`config.mk`:
```
export PLATFORM = sky130hd
export DESIGN_NAME = sccb_master
export DESIGN_NICKNAME = d
export VERILOG_FILES = /design/src/rtl/sccb_pkg.sv /design/src/rtl/sccb_tick_gen.sv /design/src/rtl/sccb_master.sv
export SDC_FILE = /design/constraint.sdc
export NUM_CORES = 1
export LEC_CHECK = 0
export ABC_CLOCK_PERIOD_IN_PS = 4870
export CORE_MARGIN = 1.5
export CORE_UTILIZATION = 50
export CTS_BUF_LIST = sky130_fd_sc_hd__clkbuf_8
export CTS_CLUSTER_SIZE = 20
export DETAILED_ROUTE_END_ITERATION = 10
export GPL_TIMING_DRIVEN = 0
export PLACE_DENSITY_LB_ADDON = 0.3
export SLEW_MARGIN = 0
export SYNTH_ARGS = -nofsm -noshare
export SYNTH_HDL_FRONTEND = slang
export SYNTH_HIERARCHICAL = 1
export SYNTH_SLANG_ARGS = --single-unit
```
`constraint.sdc`:
```
create_clock -name i_clk -period 4.87 [get_ports i_clk]
set_clock_uncertainty 0.15 [all_clocks]
set_input_delay 0.974 -clock i_clk [delete_from_list [all_inputs] [get_ports i_clk]]
set_output_delay 0.974 -clock i_clk [all_outputs]
set_load 0.05 [all_outputs]
```
`src/rtl/sccb_pkg.sv`:
```
// Shared types and helpers for the SCCB master: FSM states, the quarter-bit
// phase encoding, the latched request and the quarter-period derivation.
package sccb_pkg;

  typedef enum logic [2:0] {
    ST_IDLE,
    ST_START,
    ST_TX_BYTE,
    ST_TX_X,
    ST_RX_BYTE,
    ST_RX_NA,
    ST_STOP,
    ST_GAP
  } state_e;

  // Each bus slot is four quarters; SIOC is low in Q0/Q1 and high in Q2/Q3.
  typedef enum logic [1:0] {
    Q0,
    Q1,
    Q2,
    Q3
  } quarter_e;

  // Request fields captured on accept and held for the whole transaction.
  typedef struct packed {
    logic        rw;
    logic [6:0]  id;
    logic [15:0] sub_addr;
    logic [7:0]  wr_data;
  } req_t;

  // System clocks per quarter of an SIOC bit period.
  function automatic int unsigned calc_qtr(input int unsigned clk_freq,
                                           input int unsigned sioc_freq);
    return clk_freq / (sioc_freq * 4);
  endfunction

endpackage

```
`src/rtl/sccb_tick_gen.sv`:
```
// Quarter-bit tick generator: a one-cycle tick every QTR clocks. Held at zero
// while i_clr is high so each transaction starts on a clean quarter boundary.
module sccb_tick_gen #(
  parameter int unsigned QTR = 250
) (
  input  logic i_clk,
  input  logic i_rst,
  input  logic i_clr,
  output logic o_tick,
  output logic o_first
);

  localparam int unsigned CW = (QTR > 1) ? $clog2(QTR) : 1;
  localparam logic [CW-1:0] LAST = CW'(QTR - 1);

  logic [CW-1:0] cnt_q, cnt_d;

  // Next count: wrap at the end of a quarter, hold at zero while cleared.
  // NOTE: every signal assigned in always_comb gets a default first, so no path leaves it unassigned and no latch is inferred.
  always_comb begin
    cnt_d = cnt_q + 1'b1;
    if (i_clr || cnt_q == LAST) begin
      cnt_d = '0;
    end
  end

  // Count register with synchronous reset.
  // NOTE: sequential state uses non-blocking assignments so every flop samples pre-edge values.
  always_ff @(posedge i_clk) begin
    if (i_rst) begin
      cnt_q <= '0;
    end else begin
      cnt_q <= cnt_d;
    end
  end

  assign o_tick  = !i_clr && (cnt_q == LAST);
  assign o_first = !i_clr && (cnt_q == '0);

endmodule

```
`src/rtl/sccb_master.sv`:
```
// SCCB master: 3-phase write or 2-phase write + 2-phase read transactions
// on SIOC/SIOD, paced by quarter-bit ticks. Bus pins and status are registered.
module sccb_master
  import sccb_pkg::*;
#(
  parameter int unsigned CLK_FREQ  = 100_000_000,
  parameter int unsigned SIOC_FREQ = 100_000
) (
  input  logic        i_clk,
  input  logic        i_rst,
  input  logic        i_start,
  input  logic        i_rw,
  input  logic [6:0]  i_id,
  input  logic [15:0] i_sub_addr,
  input  logic [7:0]  i_wr_data,
  output logic [7:0]  o_rd_data,
  output logic        o_busy,
  output logic        o_done,
  output logic        o_sioc,
  output logic        o_siod_out,
  output logic        o_siod_oe,
  input  logic        i_siod_in
);

  localparam int unsigned QTR = calc_qtr(CLK_FREQ, SIOC_FREQ);

  state_e     state_q, state_d;
  quarter_e   qtr_q, qtr_d;
  logic [2:0] bit_q, bit_d;
  logic [1:0] byte_q, byte_d;
  logic       phase2_q, phase2_d;
  req_t       req_q, req_d;
  logic [7:0] rx_sh_q, rx_sh_d;
  logic [7:0] rd_data_q, rd_data_d;
  logic [1:0] sync_q, sync_d;
  logic       busy_q, busy_d;
  logic       done_q, done_d;
  logic       sioc_q, sioc_d;
  logic       siod_q, siod_d;
  logic       oe_q, oe_d;

  logic       tick, first, slot_end, last_tx, sioc_low;
  logic [7:0] tx_byte;

  sccb_tick_gen #(.QTR(QTR)) u_tick (
    .i_clk  (i_clk),
    .i_rst  (i_rst),
    .i_clr  (state_q == ST_IDLE),
    .o_tick (tick),
    .o_first(first)
  );

  assign slot_end = tick && (qtr_q == Q3);
  // Write sends id, addr hi, addr lo, data; the read's first phase stops after addr lo.
  assign last_tx  = (byte_q == (req_q.rw ? 2'd2 : 2'd3));

  // State register.
  always_ff @(posedge i_clk) begin
    if (i_rst) begin
      state_q <= ST_IDLE;
    end else begin
      state_q <= state_d;
    end
  end

  // Next-state logic: slots advance only at the end of Q3.
  always_comb begin
    state_d = state_q;
    case (state_q)
      ST_IDLE:    if (i_start) state_d = ST_START;
      ST_START:   if (slot_end) state_d = ST_TX_BYTE;
      ST_TX_BYTE: if (slot_end && bit_q == 3'd7) state_d = ST_TX_X;
      ST_TX_X: begin
        if (slot_end) begin
          if (phase2_q)     state_d = ST_RX_BYTE;
          else if (last_tx) state_d = ST_STOP;
          else              state_d = ST_TX_BYTE;
        end
      end
      ST_RX_BYTE: if (slot_end && bit_q == 3'd7) state_d = ST_RX_NA;
      ST_RX_NA:   if (slot_end) state_d = ST_STOP;
      ST_STOP:    if (slot_end) state_d = (req_q.rw && !phase2_q) ? ST_GAP : ST_IDLE;
      ST_GAP:     if (slot_end) state_d = ST_START;
      default:    state_d = ST_IDLE;
    endcase
  end

  // Counters, request latch, SIOD synchronizer and read shift register.
  always_comb begin
    qtr_d     = qtr_q;
    bit_d     = bit_q;
    byte_d    = byte_q;
    phase2_d  = phase2_q;
    req_d     = req_q;
    rx_sh_d   = rx_sh_q;
    rd_data_d = rd_data_q;
    sync_d    = {sync_q[0], i_siod_in};
    if (state_q == ST_IDLE) begin
      qtr_d    = Q0;
      bit_d    = '0;
      byte_d   = '0;
      phase2_d = 1'b0;
      if (i_start) begin
        req_d = '{rw: i_rw, id: i_id, sub_addr: i_sub_addr, wr_data: i_wr_data};
      end
    end else begin
      if (tick) begin
        qtr_d = quarter_e'(qtr_q + 2'd1);
      end
      if (slot_end) begin
        case (state_q)
          ST_TX_BYTE, ST_RX_BYTE: bit_d = bit_q + 3'd1;
          ST_TX_X:                if (!phase2_q && !last_tx) byte_d = byte_q + 2'd1;
          ST_GAP:                 phase2_d = 1'b1;
          default:                ;
        endcase
      end
      // Sample in the first clock of Q2, right at the SIOC rising edge.
      if (state_q == ST_RX_BYTE && qtr_q == Q2 && first) begin
        rx_sh_d = {rx_sh_q[6:0], sync_q[1]};
      end
      if (slot_end && state_q == ST_STOP && req_q.rw && phase2_q) begin
        rd_data_d = rx_sh_q;
      end
    end
  end

  // Datapath registers.
  always_ff @(posedge i_clk) begin
    if (i_rst) begin
      qtr_q     <= Q0;
      bit_q     <= '0;
      byte_q    <= '0;
      phase2_q  <= 1'b0;
      req_q     <= '0;
      rx_sh_q   <= '0;
      rd_data_q <= '0;
      sync_q    <= 2'b11;
    end else begin
      qtr_q     <= qtr_d;
      bit_q     <= bit_d;
      byte_q    <= byte_d;
      phase2_q  <= phase2_d;
      req_q     <= req_d;
      rx_sh_q   <= rx_sh_d;
      rd_data_q <= rd_data_d;
      sync_q    <= sync_d;
    end
  end

  // Byte to transmit for the slot being entered.
  always_comb begin
    tx_byte = {req_q.id, 1'b0};
    if (phase2_d) begin
      tx_byte = {req_q.id, 1'b1};
    end else begin
      case (byte_d)
        2'd1:    tx_byte = req_q.sub_addr[15:8];
        2'd2:    tx_byte = req_q.sub_addr[7:0];
        2'd3:    tx_byte = req_q.wr_data;
        default: ;
      endcase
    end
  end

  // Output logic: pin values decoded from the upcoming state/quarter so the
  // registered pins line up with the slot the FSM has just entered.
  always_comb begin
    busy_d   = (state_d != ST_IDLE);
    done_d   = (state_q != ST_IDLE) && (state_d == ST_IDLE);
    sioc_low = (qtr_d == Q0) || (qtr_d == Q1);
    sioc_d   = 1'b1;
    siod_d   = 1'b1;
    oe_d     = 1'b1;
    case (state_d)
      ST_START: siod_d = sioc_low;
      ST_TX_BYTE: begin
        sioc_d = !sioc_low;
        siod_d = tx_byte[3'd7 - bit_d];
      end
      ST_TX_X, ST_RX_BYTE: begin
        sioc_d = !sioc_low;
        oe_d   = 1'b0;
      end
      ST_RX_NA: sioc_d = !sioc_low;
      ST_STOP: begin
        sioc_d = !sioc_low;
        siod_d = (qtr_d == Q3);
      end
      default: ;
    endcase
  end

  // Registered bus pins and status.
  always_ff @(posedge i_clk) begin
    if (i_rst) begin
      busy_q <= 1'b0;
      done_q <= 1'b0;
      sioc_q <= 1'b1;
      siod_q <= 1'b1;
      oe_q   <= 1'b1;
    end else begin
      busy_q <= busy_d;
      done_q <= done_d;
      sioc_q <= sioc_d;
      siod_q <= siod_d;
      oe_q   <= oe_d;
    end
  end

  assign o_rd_data  = rd_data_q;
  assign o_busy     = busy_q;
  assign o_done     = done_q;
  assign o_sioc     = sioc_q;
  assign o_siod_out = siod_q;
  assign o_siod_oe  = oe_q;

endmodule

```
==> metrics.yaml, run 1 <==
dp_hpwl_um: 5890
ys_seq_area_frac: 0.420
p_comb_frac: 0.091
numClockSinks: 74
r2r-start: "u_tick/cnt_q[3]"
drive_gt1_frac: 0.0922
fp.dieW_um: 87.0
route.detailed.drc: 0
crit_type: "flip-flop to flip-flop"
seqPwrFrac: 0.520
cts.clk_slew.worst_paths_ps: 70
start_util: 0.519
fin_nets: 526
worstMarginPinSlew_ps: 881
outcome: "completed"
rsz0062_at_grt: "false"
min_from: "sync_q[0]"
p_sw_frac: 0.243
p_clk_frac: 0.389
root_buffer: "clkbuf_8"
cp_slowest_cell: "a2111oi_2"
ctsHoldBuffers: 0
fin_hold_ws_ps: 269
grt_pass1_vias: 3053
clk-insertion-delay-late_ps: 350
dpl_cell_area_um2: 4130
setup_viol: 0
antenna_cells: 0
vdd_ir_drop_max_mv: 0.211
multi_input_area_um2: 1870
use_met3: 0.0607
synth-edff-count: 0
utilization: 0.638
grt_use_met1: 0.291
ys_warn_count: 6
synthTopCellsByArea: "dfxtp_1 (42%), nand2_1 (8.1%), mux2i_1 (6.2%)"
clockBufferDepth: 2
antenna_found_initial: 0
endpoint_kind: "flip-flop"
cts_tree: "built"
route.vias.total: 3215
synth_area_per_cell_um2: 8.32
synthDistinctLibCells: 64
r2r_slack_ps: 1690
syn_nets: 467
use_met2: 0.377
crit_fanout: 9
synthToLayoutAreaGrowth_pct: 22.8
post_cts_buffers: 0
intPower_mw: 0.928
crit_chain: "buf_6, nor2b_1, nand4_1, nor2_1, buf_4, nand3_1, o21ai_4, nand2_2, a211oi_1, a311oi_1, a2111oi_2, o311ai_1"
ios: 49
ys_async_sr_fraction: 0
setup_tns_ps: 0
dp.cells: 568
routed_wl_um: 8120
worst-endpoint-arrival_ps: 3240
grt_max_degree: 14
power_density_nw_per_um2: 283
synth_seq_cells: 74
synth_ff_type: "dfxtp_1"
cts_made_buffers: 9
ff_latch_area_um2: 1480
slew_violations: 0
startpoint: "u_tick/cnt_q[3]"
grt-busiest-layer: "met2"
max-cap-violations: 0
p_leak_nw: 1.65
final_area_um2: 4330
finalNonFillerCells: 584
hp-class: "flip-flop to flip-flop"
fin_crit_ps: 3180
first_pass_iters: 4
port-buffer-count: 48
fin_crit_sh: 0.652
synth_area_um2: 3530
wl_per_cell_um: 13.9
synth_cells: 424
initialDrtViolationCount: 303
hold_viol_final: 0
cp-start-kind: "flip-flop"
nFillCells: 607
ant_nets: 0
cts_htree_levels: 3
grt_overflow_total: 0
yosysTopAreaCellShare: 0.420
core_area_um2: 6790
fmax_ghz: 0.315
cp_data_required_time_ps: 4940
die_y_um: 87.0
rows: 30
maxSlewHeadroom: 0.405
mostFrequentLayoutCells: "nand2_1 (76), dfxtp_1 (74), clkdlybuf4s50_1 (48)"
power_switching_mw: 0.298
fp.dieArea_um2: 7570
grtUsageTotal: 0.233
cts_resized: 0
cpPeakStageDelay_ps: 420
synth_area_leader_cell: "dfxtp_1"
viasPerCell: 5.51
grt_pass1_wl_um: 13800
place.gp.congestion: 0.879
final_common_cell: "nand2_1"
[per-layer routing]
layer	up-vias	wire, µm	share of wire
li1	1607	-	-
met1	1483	3560	0.44
met2	106	3850	0.47
met3	19	490	0.060
met4	0	216	0.027
met5	-	0	0
[state kept, by name (all words and copies together), names as in the netlist, 3 cells and up]
signal        cells
state_q           3
req_q            32
u_tick/cnt_q      8
bit_q             3
rx_sh_q           8
o_rd_data         8
[power by group through the flow]
stage	sequential [mW]	clock, mW	combinational [mW]
final	0.637	0.476	0.112
after global routing	0.639	0.515	0.126
after CTS	0.637	0.489	0.112
after detailed placement	0.651	0	0.111
after global placement	0.650	0	0.109
after floorplan	0.650	0	0.0600
[logic make-up after synthesis]
kind of cell / count (synthesis) / share of synthesized area
compound gates: 98 / 0.185
xor+xnor: 2 / 0.00497
fa+ha+maj: 9 / 0.0308
buf+inv: 37 / 0.0493
flops: 74 / 0.420
mux: 24 / 0.0688
simple gates: 180 / 0.241
[layout make-up]
class / count / share of cell area
multi-input cells: 313 / 0.432
well taps: 96 / 0.0277
flip-flops and latches: 74 / 0.342
clock buffers: 10 / 0.0318
repair buffers: 48 / 0.111
clock inverters: 6 / 0.0153
inverters: 11 / 0.00953
plain buffers: 26 / 0.0306
[critical path, delay by kind of cell, from the launching register on]
family,cells,cell delay (ps)
compound gates,5,1350
buf+inv,2,300
simple gates,5,920
flops,1,330
[path summary, 6_finish.rpt]
check / to / cells after the start
worst max-delay path: o_siod_out / 12
worst min-delay path: sync_q[1] / 1
worst max register to register: o_siod_out / 12
worst min register to register: sync_q[1] / 1
[synthesized netlist by cell type, drive strengths merged, types with 2 or more instances]
cell type and instances:
a2111oi 2, a211o 3, a211oi 2, a21boi 2, a21o 3, a21oi 44, a311oi 2, a31oi 3
a32o 2, and2 3, and3 7, and3b 2, buf 10, clkbuf 16, dfxtp 74, ha 7
inv 11, maj3 2, mux2 2, mux2i 22, nand2 77, nand2b 2, nand3 14, nand4 5
nand4b 3, nor2 42, nor3 8, nor3b 5, o211ai 5, o21a 3, o21ai 15, o22ai 2
o311ai 3, or2 4, or3 2
[per-stage QoR]
step                total power, mW  worst slack, ps
finish                         1.23             1690
global route                   1.28             1420
CTS                            1.24             1710
detailed placement            0.762             1770
global placement              0.760             1760
floorplan                     0.710             2070
(Power assumes the default switching activity.)
==> run 2, diff against run 1 <==
--- a/config.mk
+++ b/config.mk
@@ -5,7 +5,7 @@
 export SDC_FILE = /design/constraint.sdc
 export NUM_CORES = 1
 export LEC_CHECK = 0
-export ABC_CLOCK_PERIOD_IN_PS = 4870
+export ABC_CLOCK_PERIOD_IN_PS = 2900
 export CORE_MARGIN = 1.5
 export CORE_UTILIZATION = 50
 export CTS_BUF_LIST = sky130_fd_sc_hd__clkbuf_8
==> constraint.sdc (replaced) <==
create_clock -name i_clk -period 2.9 [get_ports i_clk]
set_clock_uncertainty 0.15 [all_clocks]
set_input_delay 0.58 -clock i_clk [delete_from_list [all_inputs] [get_ports i_clk]]
set_output_delay 0.58 -clock i_clk [all_outputs]
set_load 0.05 [all_outputs]
==> run 2 against run 1 <==
  * Routed wire length rose by 8.1%
  * Clock-buffer cell count did not move
  * Via count rose by 2.8%
  * Register-to-register slack got worse by 1700 ps
  * Critical endpoint unchanged
  * Non-clock buffer count rose by 10
  * Critical path type unchanged
  * The run now ends with setup timing left
  * Clock power rose by 70%
  * First-iteration DRC count rose by 5.3%
  * Critical path depth rose by 1
  * Maximum frequency rose by 8.9%
  * Final cell count rose by 1.7%
  * Largest power group unchanged
  * Sequential power rose by 68%
==> metrics.yaml, run 2 (synthesis gave the netlist of run 1 again) <==
outcome: "finished with violations"  # was completed
violations: "setup timing"
utilization: 0.682  # was 0.638
routed_wl_um: 8780  # was 8120 µm
route.detailed.drc: 0  # unchanged
cp_top_family: "compound AO/OA/AOI/OAI gates"  # unchanged
top_register: "req_q"  # unchanged
power_density_nw_per_um2: 449  # was 283 nW/µm²
first_pass_iters: 5  # was 4
fp.dieArea_um2: 7570  # unchanged
dp.cells: 568  # unchanged
worst-endpoint-arrival_ps: 2990  # was 3240 ps
worstSetupPathDepth: 13  # was 12
dpl_cell_area_um2: 4130  # unchanged
grt_max_degree: 14  # unchanged
hp-class: "flip-flop to flip-flop"  # unchanged
fin_hold_ws_ps: 270  # was 269 ps
viasPerCell: 5.56  # was 5.51
cts_tree: "built"  # unchanged
die_y_um: 87.0  # unchanged
numClockSinks: 74  # unchanged
worstMarginPinSlew_ps: 795  # was 881 ps
start_util: 0.519  # unchanged
setup_viol: 1  # was 0
fin_crit_ps: 2920  # was 3180 ps
clk-insertion-delay-late_ps: 360  # was 350 ps
fmax_ghz: 0.343  # was 0.315 GHz
port-buffer-count: 48  # unchanged
crit_chain: "buf_6, nor3_4, buf_6, nor2_2, buf_2, and3_4, a211o_1, a211o_1, buf_6, a21o_1, o311ai_2, a211o_1, o311ai_2"  # was buf_6, nor2b_1, nand4_1, nor2_1, buf_4, nand3_1, o21ai_4, nand2_2, a211oi_1, a311oi_1, a2111oi_2, o311ai_1
finalNonFillerCells: 594  # was 584
route.vias.total: 3305  # was 3215
clockBufferDepth: 2  # unchanged
cts.clk_slew.worst_paths_ps: 80  # was 70 ps
grt_overflow_total: 0  # unchanged
dp_hpwl_um: 5890  # unchanged
grt_pass1_wl_um: 14000  # was 13800 µm
rows: 30  # unchanged
dp_slack_ps: -200  # was 1770 ps
synthToLayoutAreaGrowth_pct: 31.4  # was 22.8%
crit_fanout: 10  # was 9
place.gp.congestion: 0.879  # unchanged
max-cap-violations: 0  # unchanged
p_leak_nw: 1.72  # was 1.65 nW
antenna_cells: 0  # unchanged
grt_pass1_vias: 3125  # was 3053
fin_ws_ps: -16.5  # was 1690 ps
cp_data_required_time_ps: 2970  # was 4940 ps
endpoint_kind: "flip-flop"  # unchanged
cp-start-kind: "flip-flop"  # unchanged
worst_hold_path.num_cells: 1  # unchanged
initialDrtViolationCount: 319  # was 303
fin_crit_sh: 1.01  # was 0.652
mostFrequentLayoutCells: "nand2_1 (76), dfxtp_1 (66), clkdlybuf4s50_1 (48)"  # was nand2_1 (76), dfxtp_1 (74), clkdlybuf4s50_1 (48)
slew_violations: 0  # unchanged
fp.dieW_um: 87.0  # unchanged
root_buffer: "clkbuf_8"  # unchanged
vdd_ir_drop_max_mv: 0.356  # was 0.211 mV
antenna_found_initial: 0  # unchanged
crit_type: "flip-flop to flip-flop"  # unchanged
final_area_um2: 4640  # was 4330 µm²
cts_htree_levels: 3  # unchanged
fin_nets: 536  # was 526
drive_gt1_frac: 0.175  # was 0.0922
ios: 49  # unchanged
wl_per_cell_um: 14.8  # was 13.9 µm
r2r_cells: 13  # was 12
cp_slowest_cell: "dfxtp_2"  # was a2111oi_2
cpPeakStageDelay_ps: 340  # was 420 ps
ant_nets: 0  # unchanged
core_area_um2: 6790  # unchanged
maxSlewHeadroom: 0.468  # was 0.405
largest_reg_flops: 32  # unchanged
hold_viol_final: 0  # unchanged
ctsHoldBuffers: 0  # unchanged
cts_made_buffers: 9  # unchanged
grtUsageTotal: 0.237  # was 0.233
worst-path-buf-inv: 4  # was 2
final_common_cell: "nand2_1"  # unchanged
-- run 2: cell types whose count changed in the layout (fill, tap and decap cells not counted), sizes merged --
cell	before	now
buf	10	20
-- run 2: final timing paths --
path / from / to / slack, ps
worst max-delay path: state_q[1] / o_siod_out / -20
worst min-delay path: sync_q[0] / sync_q[1] / 270
worst max register to register: state_q[1] / o_siod_out / -20
worst min register to register: sync_q[0] / sync_q[1] / 270
-- run 2: what timing repair did --
item	in CTS	in global routing
pin swaps	4	9
endpoints found under the setup margin	4	1
gates resized for setup	20	37
gates cloned	2	0
setup buffers	4	5
-- run 2: area by class of cell --
class / count / area, µm²
Clock inverter: 6 / 66.3
Buffer: 25 / 143
Sequential cell: 74 / 1500
Tap cell: 96 / 120
Fill cell: 563 / 2160
Timing Repair Buffer: 59 / 564
Inverter: 11 / 41.3
Multi-Input combinational cell: 313 / 2060
Clock buffer: 10 / 138
-- run 2: metal layers --
layer	share of wire	vias to the layer above	track usage
li1	-	1628	-
met1	0.43	1538	0.291
met2	0.49	114	0.394
met3	0.056	25	0.0607
met4	0.028	0	0.101
met5	0	-	0
-- run 2: report_power, final --
| group | internal (mW) | switching, mW | total, mW |
|---|---|---|---|
| sequential | 1.05 | 0.0244 | 1.07 |
| combinational | 0.0950 | 0.109 | 0.204 |
| clock | 0.422 | 0.386 | 0.808 |
| total | 1.56 | 0.519 | 2.08 |
-- run 2: per-stage QoR --
step / setup TNS (ps) / total power [mW]
CTS: 0 / 2.08
detailed placement: -230 / 1.28
finish: -16.5 / 2.08
global placement: -211 / 1.28
floorplan: 0 / 1.19
global route: -124 / 2.17
==> run 3, diff against run 2 <==
--- a/config.mk
+++ b/config.mk
@@ -13,7 +13,7 @@
 export DETAILED_ROUTE_END_ITERATION = 10
 export GPL_TIMING_DRIVEN = 0
 export PLACE_DENSITY_LB_ADDON = 0.3
-export SLEW_MARGIN = 0
+export SLEW_MARGIN = 20
 export SYNTH_ARGS = -nofsm -noshare
 export SYNTH_HDL_FRONTEND = slang
 export SYNTH_HIERARCHICAL = 1
==> results of run 3 <==
The final DEF is identical to that of run 2; final timing and power are the same.
